$ cat src/rtl/tx_feeder_pkg.sv
// Shared constants for the transmit feeder: FSM state encoding and default FIFO depth.
package tx_feeder_pkg;

  localparam int DEFAULT_DEPTH = 16;

  // Handshake FSM states; kept as plain constants so older tools that
  // dislike enums in ports and parameters can still read them.
  localparam logic [1:0] ST_IDLE  = 2'd0;
  localparam logic [1:0] ST_ISSUE = 2'd1;
  localparam logic [1:0] ST_BUSY  = 2'd2;

endpackage

$ cat src/rtl/byte_fifo.sv
// Synchronous byte FIFO with a separate occupancy counter, registered
// full/empty flags and a sticky overflow flag for dropped writes.
module byte_fifo
  import tx_feeder_pkg::*;
#(
  parameter int DEPTH = DEFAULT_DEPTH,
  parameter int AW    = $clog2(DEPTH)
) (
  input  logic          clk,
  input  logic          rst,
  input  logic          wr_en,
  input  logic [7:0]    wr_data,
  input  logic          rd_en,
  output logic [7:0]    rd_data,
  output logic          full,
  output logic          empty,
  output logic [AW:0]   count,
  output logic          overflow,
  input  logic          ovf_clr
);

  localparam logic [AW:0] FULL_COUNT = DEPTH[AW:0];

  logic [7:0]    mem [DEPTH];
  logic [AW-1:0] wptr;
  logic [AW-1:0] rptr;
  logic          do_wr;
  logic          do_rd;
  logic [AW:0]   count_next;

  // A write into a full FIFO is dropped even if a pop happens on the same edge,
  // because full reflects the occupancy before the edge.
  assign do_wr   = wr_en && !full;
  assign do_rd   = rd_en && !empty;
  assign rd_data = mem[rptr];

  // Next occupancy: a simultaneous push and pop leaves the count unchanged.
  always_comb begin
    count_next = count;
    if (do_wr && !do_rd) begin
      count_next = count + 1'b1;
    end else if (!do_wr && do_rd) begin
      count_next = count - 1'b1;
    end
  end

  // Pointers, occupancy and flags; pointers wrap naturally since DEPTH is a power of two.
  always_ff @(posedge clk or negedge rst) begin
    if (!rst) begin
      wptr  <= '0;
      rptr  <= '0;
      count <= '0;
      full  <= 1'b0;
      empty <= 1'b1;
    end else begin
      if (do_wr) begin
        wptr <= wptr + 1'b1;
      end
      if (do_rd) begin
        rptr <= rptr + 1'b1;
      end
      count <= count_next;
      full  <= (count_next == FULL_COUNT);
      empty <= (count_next == '0);
    end
  end

  // Sticky overflow; a dropped write beats a clear arriving on the same edge.
  always_ff @(posedge clk or negedge rst) begin
    if (!rst) begin
      overflow <= 1'b0;
    end else if (wr_en && full) begin
      overflow <= 1'b1;
    end else if (ovf_clr) begin
      overflow <= 1'b0;
    end
  end

  // Storage array; contents need no reset since the pointers define validity.
  always_ff @(posedge clk) begin
    if (do_wr) begin
      mem[wptr] <= wr_data;
    end
  end

endmodule

$ cat src/rtl/tx_feeder.sv
// Buffered byte source for the UART transmitter: queues bytes from the
// system side and offers them one at a time, paced by tx_rdy.
module tx_feeder
  import tx_feeder_pkg::*;
#(
  parameter int DEPTH = DEFAULT_DEPTH,
  parameter int AW    = $clog2(DEPTH)
) (
  input  logic          clk,
  input  logic          rst,
  input  logic [7:0]    wr_data,
  input  logic          wr_en,
  input  logic          ovf_clr,
  input  logic          tx_rdy,
  output logic [7:0]    din,
  output logic          din_rdy,
  output logic          full,
  output logic          empty,
  output logic [AW:0]   count,
  output logic          overflow
);

  logic [1:0] state;
  logic       rd_en;
  logic [7:0] rd_data;

  // Pop only from IDLE with data waiting and an idle transmitter, so each
  // byte is handed over exactly once.
  assign rd_en = (state == ST_IDLE) && !empty && tx_rdy;

  byte_fifo #(
    .DEPTH (DEPTH),
    .AW    (AW)
  ) u_fifo (
    .clk      (clk),
    .rst      (rst),
    .wr_en    (wr_en),
    .wr_data  (wr_data),
    .rd_en    (rd_en),
    .rd_data  (rd_data),
    .full     (full),
    .empty    (empty),
    .count    (count),
    .overflow (overflow),
    .ovf_clr  (ovf_clr)
  );

  // Handshake FSM: offer a byte, wait for the transmitter to go busy, then wait for it to finish.
  always_ff @(posedge clk or negedge rst) begin
    if (!rst) begin
      state   <= ST_IDLE;
      din     <= 8'h00;
      din_rdy <= 1'b0;
    end else begin
      case (state)
        ST_IDLE: begin
          if (rd_en) begin
            din     <= rd_data;
            din_rdy <= 1'b1;
            state   <= ST_ISSUE;
          end
        end
        ST_ISSUE: begin
          if (!tx_rdy) begin
            din_rdy <= 1'b0;
            state   <= ST_BUSY;
          end
        end
        ST_BUSY: begin
          if (tx_rdy) begin
            state <= ST_IDLE;
          end
        end
        default: begin
          din_rdy <= 1'b0;
          state   <= ST_IDLE;
        end
      endcase
    end
  end

endmodule
$ cat config.mk
export PLATFORM = sky130hd
export DESIGN_NAME = tx_feeder
export DESIGN_NICKNAME = d
export VERILOG_FILES = /design/src/rtl/tx_feeder_pkg.sv /design/src/rtl/byte_fifo.sv /design/src/rtl/tx_feeder.sv
export SDC_FILE = /design/constraint.sdc
export NUM_CORES = 1
export LEC_CHECK = 0
export ABC_AREA = 1
export CORE_UTILIZATION = 55
export DETAILED_ROUTE_END_ITERATION = 8
export MAX_ROUTING_LAYER = met4
export PLACE_DENSITY = 0.74
export SYNTH_ARGS = -nofsm -noshare
export SYNTH_HDL_FRONTEND = slang
export SYNTH_SLANG_ARGS = --single-unit
$ cat constraint.sdc
create_clock -name clk -period 4.2 [get_ports clk]
set_input_delay 0.63 -clock clk [delete_from_list [all_inputs] [get_ports clk]]
set_output_delay 0.63 -clock clk [all_outputs]
set_load 0.01 [all_outputs]
==> results.txt <==
Hold WS: 505 ps
WP buf/inv: 1
Starting Density: 56.9%
post-route insts no fill: 758
Slew Limit Fails: 0
Cells after Synth: 579
final-report hold violation count: 0
WP data required: 3570 ps
Setup-failing EPs final: 0
Final Core Density: 64.3%
vias in the first global route: 4115
post-synthesis sequential area ratio: 69.3%
Die ar.: 12300 µm²
met2 WL post-DR: 6560 µm
synthesis warning total: 0
Synth Flop Type: edfxtp_1
gr usage total: 25.6%
via count: 4374
FP Rows: 39
setup_tns: 0 ps
DRT antenna net count: 0
synth top area cells: edfxtp_1 59%, nand2_1 11%, dfrtp_1 10%
max layer used: met4
Worst R2R Path Depth: 5
RSZ-0062 raised after global routing: false
CTS tree: done
Syn Nets: 599
FF-to-FF End: din[3]$_DFFE_PN0P_
core area: 11500 µm²
most common cell after layout, fill and taps aside: nand2_1
FF-to-FF setup slack: 2070 ps
Achievable Freq: 463 MHz
Cell Area, Placed: 6820 µm²
DRC: 0
sw power: 1.93 mW
crit share post-route: 51.4%
async set-reset flop share out of synthesis: 17.4%
worst endpoint data arrival time: 1530 ps
Die H: 111 µm
Tightest Pin Transition: 1040 ps
CP cell instances: clkdlybuf4s50_1
combinational cell fraction of total power: 33.3%
RePlAce Congestion: 0.946
Worst Hold Class: flip-flop to flip-flop
Hold Startpoint: state[0]$_DFFE_PN0P_
CTS root buf: clkbuf_16
CP endpoint kind: output pin
P&R area growth vs syn: 13.0%
# fillers: 858
Vias per Instance: 5.77
met3 routed WL: 1330 µm
Die Width: 111 µm
Post-synth EDFFs: 128
total setup buffers inserted after CTS: 0
Int Power: 3.31 mW
Max-Cap Viols: 0
status: finished clean
final worst setup slack: 2040 ps
# port buffers: 29
clk slew on worst S/H paths: 60 ps
Yosys top cell area share: 58.9%
Rel. slew slack: 30.8%
Final #Nets: 622
slowest stage cell on the critical path: dfstp_2
hold-fix buffers at CTS: 0
sequential share of power: 39.8%
Critical Path Source Type: flip-flop
maximum vdd drop: 0.850 mV
Final HPWL DP: 8990 µm
design area: 7370 µm²
hold depth: 1
pwr dens: 711 nW/µm²
CTS H-tree lvls: 4
synthesized area: 6530 µm²
post_cts resized: 0
skew final: 6.20 ps
clock tree buffer depth: 2
n_diodes: 0
largest net degree at the start of global routing: 67
Leak: 2.80 nW
crit-path leading delay family: flip-flops
Synth area leader: edfxtp_1
total gr overflow: 0
crit-path max FO: 4
fraction of layout cells with a size suffix above 1: 7.48%
DRT Wirelength: 14200 µm
worst skew pair latency: 420 ps
# clock sinks: 155
CP max stage delay: 570 ps
met1 wire length: 6040 µm
Place WS: 1650 ps
Placed Instances: 726
Avg Cell Area, Syn: 11.3 µm²
hold endpoint: state[1]$_DFFE_PN0P_
Power Total: 5.24 mW
switching share of power: 36.8%
post-synthesis cell type count: 27
clock power share: 26.9%
number of antenna violations at the first check in global routing: 0
1st-pass router iterations: 5
IO Pins: 30
WS Path Type: flip-flop to output pin
CTS Buf Count: 17
most frequent cells in the layout: 187 x nand2_1, 128 x edfxtp_1, 108 x nand3_1, 31 x nor2_1, 29 x clkdlybuf4s50_1
first-pass GRT wire length: 22500 µm
wire per inst: 18.7 µm
1st-iter DRT viols: 539
Seq cells post-synth: 155
reg2reg start: u_fifo.rptr[2]$_DFFE_PN0P_
Final min period: 2160 ps
registers in the layout, indices dropped and copies added, names as in the netlist:
signal,flops
u_fifo.rptr,4
u_fifo.full,1
din_rdy,1
u_fifo.wptr,4
u_fifo.count,5
state,2
u_fifo.overflow,1
din,8
u_fifo.mem,128
u_fifo.empty,1
cells in the mapped netlist, types with 3 or more instances:
library cell  number
buf_6              7
ha_1               7
xor2_1             7
inv_1             14
o21ai_0            4
inv_2              4
buf_4              7
nor2_1            31
nand3_1          108
a21oi_1           17
nand2_1          187
nand4_1            3
dfrtp_1           26
buf_2             10
clkbuf_1           4
edfxtp_1         128
worst max path at each step:
stage,from,endpoint,depth (start not counted)
final,u_fifo.empty$_DFF_PN1_,empty,1
after global routing,u_fifo.rptr[2]$_DFFE_PN0P_,din[3]$_DFFE_PN0P_,5
after CTS,u_fifo.empty$_DFF_PN1_,empty,1
after detailed placement,wr_en,u_fifo.mem[12][2]$_DFFE_PP_,5
after global placement,wr_en,u_fifo.mem[7][4]$_DFFE_PP_,5
after floorplan,wr_en,u_fifo.mem[11][0]$_DFFE_PP_,5
cells by family after synthesis:
family          Yosys count  synth area share, %
compound gates           23                 1.80
xor+xnor                  8                 1.07
fa+ha+maj                 7                 1.34
buf+inv                  49                 4.26
flops                   155                 69.3
simple gates            337                 22.2
final cells by class:
class	count	area (µm²)	area share, %
Clock buffer	19	433	5.87
Clock inverter	13	118	1.60
Inverter	21	81.3	1.10
Multi-Input combinational cell	375	1730	23.4
Sequential cell	155	4520	61.3
Tap cell	143	179	2.43
Timing Repair Buffer	32	313	4.24
power by group through the flow:
stage	clock network (mW)	registers [mW]	logic, mW
2_1_floorplan	0	2.09	1.23
3_3_place_gp	0	2.11	1.67
3_5_place_dp	0	2.12	1.70
4_1_cts	1.43	2.09	1.72
5_1_grt	1.49	2.12	1.93
6_report	1.41	2.09	1.75
metal layers:
layer | vias to the layer above | track usage [%]
li1 | 2029 | -
met1 | 2081 | 35.7
met2 | 239 | 37.1
met3 | 25 | 7.05
met4 | 0 | 7.47
met5 | - | -
worst register-to-register path, cell delays in order (launching register included):
cell      delay (ps)
dfrtp_1          730
clkinv_1         650
nand3_1          250
nand2_1          120
a21oi_1          170
a21oi_1           90
Note: power is estimated with default switching activity, not from simulation.
